## src/rtl/mem_pkg.sv

```systemverilog
// Shared definitions for the data-memory access stage:
// FSM state encoding, UART addresses, bus widths and the UART status helper.
package mem_pkg;

  localparam int unsigned AW = 16;
  localparam int unsigned DW = 16;

  localparam logic [1:0] S_IDLE = 2'd0;
  localparam logic [1:0] S_BUSY = 2'd1;
  localparam logic [1:0] S_DONE = 2'd2;

  localparam logic [AW-1:0] UART_DATA_ADDR = 16'hBF00;
  localparam logic [AW-1:0] UART_STAT_ADDR = 16'hBF01;

  function automatic logic [DW-1:0] uart_status(
    input logic dready,
    input logic tbre,
    input logic tsre
  );
    return {{(DW-2){1'b0}}, dready, tbre & tsre};
  endfunction

endpackage

```

## src/rtl/mem_watchdog.sv

```systemverilog
// Bus-wait watchdog: counts enabled cycles since the last clear.
// Ports: clk_i, rst_i (sync, high), clr_i, en_i, expire_o (fires on the LIMIT-th enabled cycle).
module mem_watchdog
#(
  parameter int unsigned LIMIT = 255,
  parameter int unsigned W     = 16
) (
  input  logic clk_i,
  input  logic rst_i,
  input  logic clr_i,
  input  logic en_i,
  output logic expire_o
);

  logic [W-1:0] cnt_q, cnt_d;

  always_comb begin
    cnt_d = cnt_q;
    if (clr_i)     cnt_d = '0;
    else if (en_i) cnt_d = cnt_q + 1'b1;
  end

  always_ff @(posedge clk_i) begin
    if (rst_i) cnt_q <= '0;
    else       cnt_q <= cnt_d;
  end

  // cnt_q holds the number of earlier idle BUSY cycles.
  assign expire_o = en_i && (cnt_q == W'(LIMIT - 1));

endmodule

```

## src/rtl/mem_access.sv

```systemverilog
// Data-memory access stage: load/store -> req/ack bus transaction, local UART status.
// Ports: CLK, RST (sync, high); memread_i/memwrite_i/addr_i/wdata_i from EX/MEM;
// uart_*_i status lines; mem_req_o/we_o/addr_o/wdata_o, mem_ack_i/rdata_i bus;
// memres_o to MEM/WB; stall_o; err_o. Bus watchdog compiled in with MEM_TIMEOUT_EN.
module mem_access
  import mem_pkg::*;
#(
  parameter int unsigned TIMEOUT_CYCLES = 255,
  parameter logic [15:0] UART_STAT_ADDR = mem_pkg::UART_STAT_ADDR
) (
  input  logic        CLK,
  input  logic        RST,
  input  logic        memread_i,
  input  logic        memwrite_i,
  input  logic [15:0] addr_i,
  input  logic [15:0] wdata_i,
  input  logic        uart_tbre_i,
  input  logic        uart_tsre_i,
  input  logic        uart_dready_i,
  output logic        mem_req_o,
  output logic        mem_we_o,
  output logic [15:0] mem_addr_o,
  output logic [15:0] mem_wdata_o,
  input  logic        mem_ack_i,
  input  logic [15:0] mem_rdata_i,
  output logic [15:0] memres_o,
  output logic        stall_o,
  output logic        err_o
);

  logic [1:0]    state_q, state_d;
  logic          req_q, req_d;
  logic          we_q, we_d;
  logic [AW-1:0] addr_q, addr_d;
  logic [DW-1:0] wdata_q, wdata_d;
  logic [DW-1:0] data_q, data_d;

  logic access, is_local, bus_acc, start, expire;

  assign access   = memread_i | memwrite_i;
  assign is_local = access && (addr_i == UART_STAT_ADDR);
  assign bus_acc  = access && !is_local;
  assign start    = (state_q == S_IDLE) && bus_acc;

`ifdef MEM_TIMEOUT_EN
  logic err_q;

  mem_watchdog #(
    .LIMIT (TIMEOUT_CYCLES),
    .W     (16)
  ) u_wd (
    .clk_i    (CLK),
    .rst_i    (RST),
    .clr_i    (start),
    .en_i     ((state_q == S_BUSY) && !mem_ack_i),
    .expire_o (expire)
  );

  always_ff @(posedge CLK) begin
    if (RST)         err_q <= 1'b0;
    else if (expire) err_q <= 1'b1;
  end

  assign err_o = err_q;
`else
  assign expire = 1'b0;
  assign err_o  = 1'b0;
`endif

  always_comb begin
    state_d = state_q;
    req_d   = req_q;
    we_d    = we_q;
    addr_d  = addr_q;
    wdata_d = wdata_q;
    data_d  = data_q;
    unique case (state_q)
      S_IDLE: begin
        if (bus_acc) begin
          addr_d  = addr_i;
          wdata_d = wdata_i;
          we_d    = memwrite_i;
          req_d   = 1'b1;
          state_d = S_BUSY;
        end
      end
      S_BUSY: begin
        // Ack beats a same-cycle timeout.
        if (mem_ack_i) begin
          if (!we_q) data_d = mem_rdata_i;
          req_d   = 1'b0;
          state_d = S_DONE;
        end else if (expire) begin
          data_d  = '1;
          req_d   = 1'b0;
          state_d = S_DONE;
        end
      end
      S_DONE:  state_d = S_IDLE;
      default: state_d = S_IDLE;
    endcase
  end

  always_ff @(posedge CLK) begin
    if (RST) begin
      state_q <= S_IDLE;
      req_q   <= 1'b0;
      we_q    <= 1'b0;
      addr_q  <= '0;
      wdata_q <= '0;
      data_q  <= '0;
    end else begin
      state_q <= state_d;
      req_q   <= req_d;
      we_q    <= we_d;
      addr_q  <= addr_d;
      wdata_q <= wdata_d;
      data_q  <= data_d;
    end
  end

  assign stall_o = start || (state_q == S_BUSY);

  always_comb begin
    memres_o = '0;
    if (state_q == S_DONE) begin
      memres_o = we_q ? '0 : data_q;
    end else if ((state_q == S_IDLE) && is_local && !memwrite_i) begin
      memres_o = uart_status(uart_dready_i, uart_tbre_i, uart_tsre_i);
    end
  end

  assign mem_req_o   = req_q;
  assign mem_we_o    = we_q;
  assign mem_addr_o  = addr_q;
  assign mem_wdata_o = wdata_q;

endmodule

```

## config.mk

```make
export PLATFORM = sky130hd
export DESIGN_NAME = mem_access
export DESIGN_NICKNAME = d
export VERILOG_FILES = /design/src/rtl/mem_pkg.sv /design/src/rtl/mem_watchdog.sv /design/src/rtl/mem_access.sv
export SDC_FILE = /design/constraint.sdc
export NUM_CORES = 1
export LEC_CHECK = 0
export BUFFER_PORTS_ARGS = -buffer_cell sky130_fd_sc_hd__buf_4
export CAP_MARGIN = 20
export CORE_MARGIN = 4
export CORE_UTILIZATION = 42
export CTS_CLUSTER_SIZE = 12
export DETAILED_ROUTE_END_ITERATION = 16
export GPL_ROUTABILITY_DRIVEN = 0
export PLACE_DENSITY = 0.76
export SLEW_MARGIN = 20
export SYNTH_ARGS = -nofsm -noshare
export SYNTH_HDL_FRONTEND = slang
export SYNTH_SLANG_ARGS = --single-unit
```

## constraint.sdc

```tcl
create_clock -name CLK -period 1.8 [get_ports CLK]
set_input_delay 0.18 -clock CLK [delete_from_list [all_inputs] [get_ports CLK]]
set_output_delay 0.18 -clock CLK [all_outputs]
set_load 0.05 [all_outputs]
```

==> results of run 1 <==
## cells by family after synthesis
group / count (synthesis) / synth area share
compound gates: 21 / 0.04979
other cells: 1 / 0.001604
buf+inv: 20 / 0.04658
mux: 33 / 0.1413
flops: 52 / 0.4454
simple gates: 129 / 0.3153
## through the flow
stage / std cells / setup slack, ns
6_report: 430 / -0.1152
5_1_grt: 430 / -0.1618
4_1_cts: 430 / -0.1134
3_5_place_dp: 421 / -0.2509
3_3_place_gp: 421 / -0.2543
2_1_floorplan: 256 / -0.01684
## worst max-delay path: cells and delay by family
| family | cells | cell delay (ns) |
|---|---|---|
| buf+inv | 2 | 0.23 |
| compound gates | 1 | 0.20 |
| simple gates | 3 | 1.11 |
## power groups by stage
stage                     clock network (mW)  logic (mW)  registers, mW
after global routing                   0.858       0.829           1.31
after global placement                     0       0.759           1.31
after CTS                              0.813       0.782           1.29
after detailed placement                   0       0.765           1.32
after floorplan                            0       0.273           1.55
final                                  0.781       0.777           1.29
## cell usage in the layout (no fill, tap or decap), types with 2 or more instances in the layout
cell type  instances
nand2_1           33
or4b_4             2
nor2_1             4
buf_4            106
and2_1             4
nand2b_1          66
nor4_4             2
and2_2            10
nand4b_1           2
inv_1              2
dfxtp_1           51
buf_6              4
mux2i_1           33
a21oi_1           18
buf_8              3
clkbuf_8           5
## state kept, by name (all words and copies together) (netlist names)
signal       cells
mem_we_o         1
data_q          16
mem_wdata_o     16
mem_req_o        1
mem_addr_o      16
state_q          2
## path summary, 6_finish.rpt
kind                                     to             from
worst max register to register    data_q[6]       state_q[0]
worst max-delay path            memres_o[0]        addr_i[2]
worst min-delay path             data_q[11]  mem_rdata_i[11]
worst min register to register    data_q[9]        data_q[9]
## what timing repair did
item                                    4_1_cts  5_1_grt
resized for setup                            11        5
pin swaps                                     6        6
setup buffers                                 1        0
gates cloned                                  0        0
endpoints found under the setup margin        3       14
## final cells by class
class / count / area (um^2) / share of cell area
Clock buffer: 6 / 72.57 / 0.02136
Sequential cell: 52 / 1042 / 0.3068
Multi-Input combinational cell: 184 / 1246 / 0.3669
Timing Repair Buffer: 114 / 905.9 / 0.2667
Clock inverter: 2 / 35.03 / 0.01031
Tap cell: 70 / 87.58 / 0.02578
Inverter: 2 / 7.507 / 0.002210
## routing by layer
| layer | track usage | part of all wire | vias to the layer above | wire (um) |
|---|---|---|---|---|
| met2 | 0.2668 | 0.48 | 63 | 2643 |
| met5 | 0 | 0 | - | 0 |
| met4 | 0.04902 | 0.0087 | 0 | 48 |
| met1 | 0.2040 | 0.41 | 890 | 2277 |
| met3 | 0.06725 | 0.10 | 6 | 552 |
| li1 | - | - | 1033 | - |
==> implementation parameters, run 1 <==
Parameter                              Value

Synth
  Share of async-settable or async-resettable flops after synthesis    0
  Dominant cell by count in the synthesized netlist    nand2b_1
  Number of synthesized flops with an enable pin    0
  Netlist cell types    25
  Synth top area share    0.4454
  Cell area after synthesis    2337 um^2
  Yosys warning count    0
  Nets in the synthesized netlist    between 300 and 400
  Commonest register cell after synthesis    dfxtp_1
  Average size of a mapped cell    9.130 um^2
  Sequential element share of the synthesized area    0.4454
  Top area cells in the synthesized netlist    dfxtp_1 45%, nand2b_1 18%, mux2i_1 14%
  #FFs+latches synth    52
  Top cell types by occurrence after synthesis    66 x nand2b_1, 52 x dfxtp_1, 33 x mux2i_1, 33 x nand2_1, 18 x a21oi_1
  Synthesized netlist cell count    256
  Largest area contributor in the synthesized netlist    dfxtp_1

STA
  Worst setup skew after layout    about 0.0055 ns
  Post-Route Setup TNS    -0.2269 ns
  Period minus WS final    ~1.9 ns
  Unrepaired setup endpoints after global routing    true
  Final worst-path cycle share    1.064
  Final-report hold violation count    0
  Max-slew violation count    0
  Remaining max-slew budget at the tightest pin    0.5879
  Final Setup Violations    3
  Fmax    0.5221 GHz
  Final worst-path setup slack    -0.1152 ns
  Worst Max-Slew Pin Slew    roughly 0.62 ns
  Post-Route Hold Slack    ~0.12 ns

Setup path
  Critical path, cell by cell    buf_6, or4b_4, nor4_4, and4b_1, a32o_2, buf_8
  Start-to-end type of the worst setup path    input port to primary output
  Setup slack, reg-to-reg    just over 0.3 ns
  Maximum cell stage delay along the critical path    ~0.54 ns
  Kind of launch point of the worst setup path    input port
  Highest net fanout along the worst path    2
  Element type at the critical path end    primary output
  Depth of the most critical reg-to-reg path    4
  Required time at the endpoint of the critical path    1.62 ns
  Slowest-stage cell, CP    or4b_4
  Crit path arrival time    about 1.7 ns

Status
  Outcome    finished, violations left
  Failing checks    setup timing

Clock network
  Clock buffers created by TritonCTS    5
  Clock tree from TritonCTS    done
  Number of clock sinks seen by CTS    between 50 and 60
  Clock Pin Slew Worst Setup and Hold Paths    approximately 0.090 ns
  Worst-skew pair later-pin latency    roughly 0.30 ns
  Buffer depth of the longest clock path    2
  Number of hold buffers added after cts    0
  H-tree levels    2
  CTS root buf    clkbuf_8

Routing
  Violation count after the first detailed-routing iteration    69
  1st-pass router iterations    4
  Number of nets with antenna violations after routing    0
  Remaining DRCs    0
  Via density per instance    approximately 4.6
  Routed wire length    roughly 5500 um
  Total via count in the routed design    1992
  Wirelength per Cell    12.84 um

Die
  Core Region    5238 um^2
  # rows    26
  Chip width    82.60 um
  Height of the die    about 83 um
  Die area    6822 um^2
  # IOs    108
  Starting density of the core    0.4462

Global route
  Initial antenna violation count    0
  Wire length of the first global-routing pass    slightly below 9000 um
  Total GRT Usage    0.1660
  Total gr overflow    0
  Pin count of the biggest net entering global routing    86
  Via count of the first global-routing pass    around 1900

Placed design
  Dpl cell area    3213 um^2
  Number of port buffers    approximately 110
  HPWL after detailed placement    between 3000 and 4000 um

Hold path
  Worst hold path class    input port to flip-flop
  Hold path depth    3

Power and ir drop
  Switching share of power    0.3088
  Cell internal power dissipation    between 1.5 and 2 mW
  Clock network fraction of design power    0.274
  Pleak    around 1.6 nW
  Sequential power share    0.454
  IR Drop Worst-Case VDD    between 0.5 and 0.6 mV
  Power per unit of standard cell area    about 840 nW/um^2
  Part of the power in combinational logic    0.273
  Total power draw    around 2.9 mW
  Switching component of the power    880.5 uW

Flow run
  Count of maximum capacitance violations    0

Cells and area
  Core utilization of the finished layout    0.6486
  Number of antenna diodes    0
  Number of filler cells placed in the layout    roughly 450
  Layout cells sized above 1    0.3917
  Area added between synthesis and finish    45.34%
  Final Cell Area    around 3400 um^2
  Final net count    between 400 and 500
Power figures use the tool's default switching activity.
==> run 2, diff against run 1 <==
ABC_AREA = 1   (was unset)
CORE_ASPECT_RATIO = 0.7   (was unset)
==> run 2 against run 1 <==
- global-route usage increased by 0.26 points
- critical endpoint is now memres_o[11]
- critical path type is now flip-flop to primary output
- largest cell class is now flip-flops and latches
- worst setup slack better by 0.24 ns
- cell count is 21% higher
- maximum frequency up 15%
- core utilization down 3.3 points
- highest routed layer unchanged
- the flow now finishes without violations
==> implementation parameters, run 2 <==
Parameter                              Value

Status
  Outcome    finished clean

Synth
  Simple-gate share of the synthesized area    0.2721
  Top cell types by occurrence after synthesis    66 x nor2_1, 55 x inv_1, 52 x dfxtp_1
  Number of synthesized flops with an enable pin    0
  Nets in the synthesized netlist    410
  Synth top area share    0.4370
  Synthesized netlist cell count    354
  Share of async-settable or async-resettable flops after synthesis    0
  Dominant cell by count in the synthesized netlist    nor2_1
  Post-synthesis adder-cell area fraction    0
  Average size of a mapped cell    6.730 um^2
  Cell area after synthesis    ~2400 um^2
  Mux contribution to synthesized area    0
  Top area cells in the synthesized netlist    dfxtp_1 44%, nor2_1 10%, a21oi_1 10%
  Combinational family with the most area after synthesis    simple AND/OR/NAND/NOR gates
  #FFs+latches synth    52
  Sequential element share of the synthesized area    0.4370
  Synth Area in Compound Gates    0.1387
  Synthesized-area fraction occupied by xor and xnor cells    0
  Largest area contributor in the synthesized netlist    dfxtp_1
  Yosys warning count    0
  Netlist cell types    18
  Commonest register cell after synthesis    dfxtp_1

Power and ir drop
  Power per unit of standard cell area    879.6 nW/um^2
  Total power draw    roughly 2.9 mW
  IR Drop Worst-Case VDD    around 0.58 mV
  Pleak    around 1.7 nW

Setup path
  Maximum cell stage delay along the critical path    approximately 0.38 ns
  Element type at the critical path end    primary output
  Kind of launch point of the worst setup path    flip-flop
  Critical path, cell by cell    inv_1, nor2_1, inv_1, nor2_4, inv_4, nor2_1, buf_4
  Setup slack, reg-to-reg    approximately 0.50 ns
  Slowest-stage cell, CP    dfxtp_2
  Crit path arrival time    around 1.5 ns
  Depth of the most critical reg-to-reg path    5
  Crit path buf inv count    4
  Worst r2r dst    mem_wdata_o[5]
  Cell family with the largest share of critical-path delay    buffers and inverters
  Start-to-end type of the worst setup path    flip-flop to primary output
  Highest net fanout along the worst path    14
  Cell count along the critical path    7
  Startpoint of the worst setup timing path    state_q[1]
  Required time at the endpoint of the critical path    1.62 ns
  Critical Path Sink    memres_o[11]
  Worst flop-to-flop path startpoint    state_q[1]

Global route
  Total GRT Usage    0.1686
  Pin count of the biggest net entering global routing    38
  Via count of the first global-routing pass    2248
  Wire length of the first global-routing pass    9853 um
  Total gr overflow    0
  Initial antenna violation count    0

Clock network
  Buffer depth of the longest clock path    2
  H-tree levels    2
  Clock tree from TritonCTS    done
  Number of hold buffers added after cts    0
  Clock Pin Slew Worst Setup and Hold Paths    roughly 0.080 ns
  CTS root buf    clkbuf_8
  Number of clock sinks seen by CTS    between 50 and 60
  Clock buffers created by TritonCTS    5
  Worst-skew pair later-pin latency    about 0.29 ns

STA
  Max-slew violation count    0
  Final-report hold violation count    0
  Worst setup skew after layout    around 0.0042 ns
  Final Setup Violations    0
  Period minus WS final    1.671 ns
  Final worst-path cycle share    0.9284
  Post-Route Hold Slack    between 0.06 and 0.07 ns
  Fmax    about 0.60 GHz
  Post-Route Setup TNS    0 ns
  Unrepaired setup endpoints after global routing    false

Die
  # rows    22
  Starting density of the core    0.4438
  Core Region    around 5400 um^2
  Die area    approximately 7000 um^2
  Height of the die    just over 70 um
  Chip width    just under 100 um
  # IOs    between 100 and 150

Routing
  Wirelength per Cell    ~12 um
  1st-pass router iterations    5
  Remaining DRCs    0
  Number of nets with antenna violations after routing    0
  Via density per instance    around 4.6
  Violation count after the first detailed-routing iteration    95
  Routed wire length    slightly above 6000 um
  Total via count in the routed design    between 2000 and 2500

Cells and area
  Most common library cell in the layout ignoring fill and taps    buf_4
  Final net count    505
  Layout cells sized above 1    0.2829
  Area added between synthesis and finish    38.66%
  Number of antenna diodes    0
  Highest-count cells in the layout ignoring fill and taps    108 x buf_4, 63 x nor2_1, 55 x inv_1

Hold path
  Worst hold path class    input port to flip-flop

Placed design
  HPWL after detailed placement    about 4500 um
  Number of port buffers    between 100 and 150

Flow run
  Count of maximum capacitance violations    0
run 2: worst min-delay path by stage:
stage	from	to	slack (ns)	cells after the start
global route	RST	state_q[0]	0.05	2
detailed placement	RST	mem_req_o	0.37	2
global placement	RST	state_q[0]	0.37	2
CTS	RST	state_q[0]	0.05	2
finish	RST	state_q[0]	0.07	2
floorplan	RST	mem_req_o	0.25	1
run 2: final cells by class:
type	instances	area, um^2
Fill cell	511	2064
Timing Repair Buffer	112	864.6
Inverter	56	212.7
Clock buffer	7	96.34
Sequential cell	52	1042
Multi-Input combinational cell	222	997.2
Tap cell	72	90.09
run 2: logic make-up (layout without fill, tap and decap cells):
logic type      Yosys count  after routing
simple gates            155            155
buf+inv                  80            175
compound gates           66             66
flops                    52             52
other cells               1              1
run 2: report_power, final:
group,leakage [nW],internal [mW],total (mW),switching (mW)
combinational,1.23,0.315,0.891,0.575
sequential,0.431,1.26,1.32,0.0613
clock,0.0503,0.343,0.691,0.348
run 2: metal layers:
metal  vias up  wire length (um)  global-route usage
met1      1064              2814              0.2128
met4         0                63             0.04762
met2        62              2834              0.2858
met3         6               343             0.04433
met5         -                 0                   0
li1       1277                 -                   -
run 2: worst register-to-register path, cell delays in order, from the launching register on:
cell and delay [ns]:
dfxtp_2 0.36, nor3_4 0.23, buf_4 0.37, nand3_1 0.14
nand2_1 0.08, nor2_1 0.03
run 2: repair_timing:
action	CTS	global route
endpoints found under the hold margin	0	0
setup buffers	0	0
resized for setup	0	9
setup endpoints to repair	0	14
run 2: stage by stage:
stage / util / cell area [um^2] / instances / worst slack [ns]
floorplan: - / 2382 / 354 / 0.01734
global placement: 0.5923 / 3179 / 514 / 0.2774
detailed placement: 0.5923 / 3179 / 514 / 0.2582
CTS: 0.6103 / 3276 / 521 / 0.01792
global route: 0.6154 / 3303 / 521 / 0.009690
finish: 0.6154 / 3303 / 521 / 0.1289
==> run 3, diff against run 2 <==
--- a/constraint.sdc
+++ b/constraint.sdc
@@ -3,2 +3,2 @@
 set_output_delay 0.18 -clock CLK [all_outputs]
-set_load 0.05 [all_outputs]
+set_load 0.1 [all_outputs]
==> run 3 against run 2 <==
- sequential share of layout area is 2.7 points lower
- maximum frequency is 5.4% lower
- sequential cell count is the same
- clock skew rose by 0.0026 ns
- clock-buffer cell count fell by 1
- largest cell class is now multi-input gates
- highest routed layer unchanged
==> implementation parameters, run 3 (same netlist as run 2, synthesis figures left out) <==
Parameter                              Value

Clock network
  Number of hold buffers added after cts    0
  Buffer depth of the longest clock path    2
  H-tree levels    2
  Number of clock sinks seen by CTS    52
  Clock Pin Slew Worst Setup and Hold Paths    0.09 ns
  CTS root buf    clkbuf_8
  Clock tree from TritonCTS    done
  Clock buffers created by TritonCTS    5
  Worst-skew pair later-pin latency    about 0.3 ns

Routing
  Number of nets with antenna violations after routing    0
  Via density per instance    roughly 4.7
  Wirelength per Cell    between 10 and 15 um
  Routed wire length    6455 um
  Remaining DRCs    0
  1st-pass router iterations    5
  Total via count in the routed design    around 2500
  Violation count after the first detailed-routing iteration    58

Setup path
  Element type at the critical path end    primary output
  Critical path, cell by cell    inv_1, nor2_2, inv_2, nor2_4, buf_6, inv_6, nor2_4, buf_12
  Most frequent cell on the critical path    nor2_4
  Highest net fanout along the worst path    7
  Maximum cell stage delay along the critical path    around 0.38 ns
  Slowest-stage cell, CP    dfxtp_4
  Start-to-end type of the worst setup path    flip-flop to primary output
  Required time at the endpoint of the critical path    1.62 ns
  Crit path arrival time    1.59 ns
  Kind of launch point of the worst setup path    flip-flop

Cells and area
  Number of filler cells placed in the layout    between 400 and 500
  Layout cells sized above 1    0.3194
  Most common library cell in the layout ignoring fill and taps    buf_4
  Final Cell Area    ~3600 um^2
  Highest-count cells in the layout ignoring fill and taps    96 x buf_4, 54 x inv_1, 51 x nor2_1
  Final net count    approximately 510
  Multi-input combinational cell area    1097 um^2
  Number of antenna diodes    0
  Sequential cell area in the final layout    ~1000 um^2
  Core utilization of the finished layout    0.6748
  Area added between synthesis and finish    52.05%

Die
  Height of the die    ~71 um
  Chip width    a little under 100 um
  # rows    22
  Starting density of the core    0.4438
  # IOs    around 110
  Die area    approximately 7000 um^2
  Core Region    approximately 5400 um^2

STA
  Period minus WS final    roughly 1.8 ns
  Final-report hold violation count    0
  Final worst-path cycle share    0.9818
  Worst setup skew after layout    roughly 0.007 ns
  Fmax    0.5659 GHz
  Max-slew violation count    0
  Post-Route Hold Slack    a little under 0.05 ns
  Final Setup Violations    0
  Unrepaired setup endpoints after global routing    true

Global route
  Total gr overflow    0
  Wire length of the first global-routing pass    10160 um
  Initial antenna violation count    0
  Via count of the first global-routing pass    approximately 2200
  Pin count of the biggest net entering global routing    62
  Total GRT Usage    0.1765

Power and ir drop
  IR Drop Worst-Case VDD    approximately 0.64 mV
  Pleak    about 1.8 nW
  Total power draw    approximately 3.4 mW
  Power per unit of standard cell area    roughly 930 nW/um^2

Flow run
  Count of maximum capacitance violations    0

Placed design
  HPWL after detailed placement    approximately 4500 um
  Dpl cell area    around 3300 um^2
  Number of port buffers    106

Status
  Outcome    finished clean

Hold path
  Worst hold path class    input port to flip-flop
==> run 3: cell count changes in the layout (fill, tap and decap cells not counted), sizes merged <==
cell / change
clkbuf: -1
buf: +3
inv: +1
bufinv: +1
clkinv: +1
==> run 3: layout make-up <==
class,count,share of cell area
clock buffers,6,0.02003
repair buffers,115,0.2898
repair inverters,1,0.002418
flip-flops and latches,52,0.2888
multi-input cells,222,0.3029
clock inverters,2,0.009672
inverters,56,0.06149
well taps,72,0.02487
==> run 3: what timing repair did <==
action / CTS / global route
gates cloned: 0 / 1
setup endpoints to repair: 14 / 16
pin swaps: 0 / 3
gates resized for setup: 19 / 35
setup buffers: 0 / 3
==> run 3: power breakdown <==
part / total, mW / switching [mW] / leakage, nW / internal [mW]
clock network: 0.784 / 0.371 / 0.0552 / 0.413
registers: 1.32 / 0.0582 / 0.431 / 1.26
logic: 1.26 / 0.936 / 1.30 / 0.325
total: 3.37 / 1.36 / 1.78 / 2.00
==> run 3: metal layers <==
metal,up-vias,wire (um),track usage
li1,1292,-,-
met1,1091,2856,0.2330
met2,62,3134,0.2851
met3,8,372,0.04335
met4,0,91,0.05684
met5,-,0,0
==> run 3: path summary, 6_finish.rpt <==
| path | end | slack, ns | cells past startpoint | from |
|---|---|---|---|---|
| min | state_q[1] | 0.05 | 2 | RST |
| max reg2reg | mem_addr_o[15] | 0.44 | 5 | state_q[1] |
| min reg2reg | mem_req_o | 0.48 | 2 | mem_req_o |
| max | memres_o[4] | 0.03 | 8 | state_q[1] |
==> run 3: critical path: cells and delay by family (launching register included) <==
kind          cells  cell delay (ns)
buf+inv           5             0.51
simple gates      3             0.40
flops             1             0.38
==> run 3: metrics by stage <==
| step | setup slack (ns) | instances | TNS [ns] |
|---|---|---|---|
| after floorplan | -0.1667 | 354 | -0.1667 |
| after global placement | 0.1897 | 514 | 0 |
| after detailed placement | 0.1309 | 514 | 0 |
| after CTS | 0.04796 | 522 | 0 |
| after global routing | -0.06299 | 526 | -0.7646 |
| final | 0.03279 | 526 | 0 |
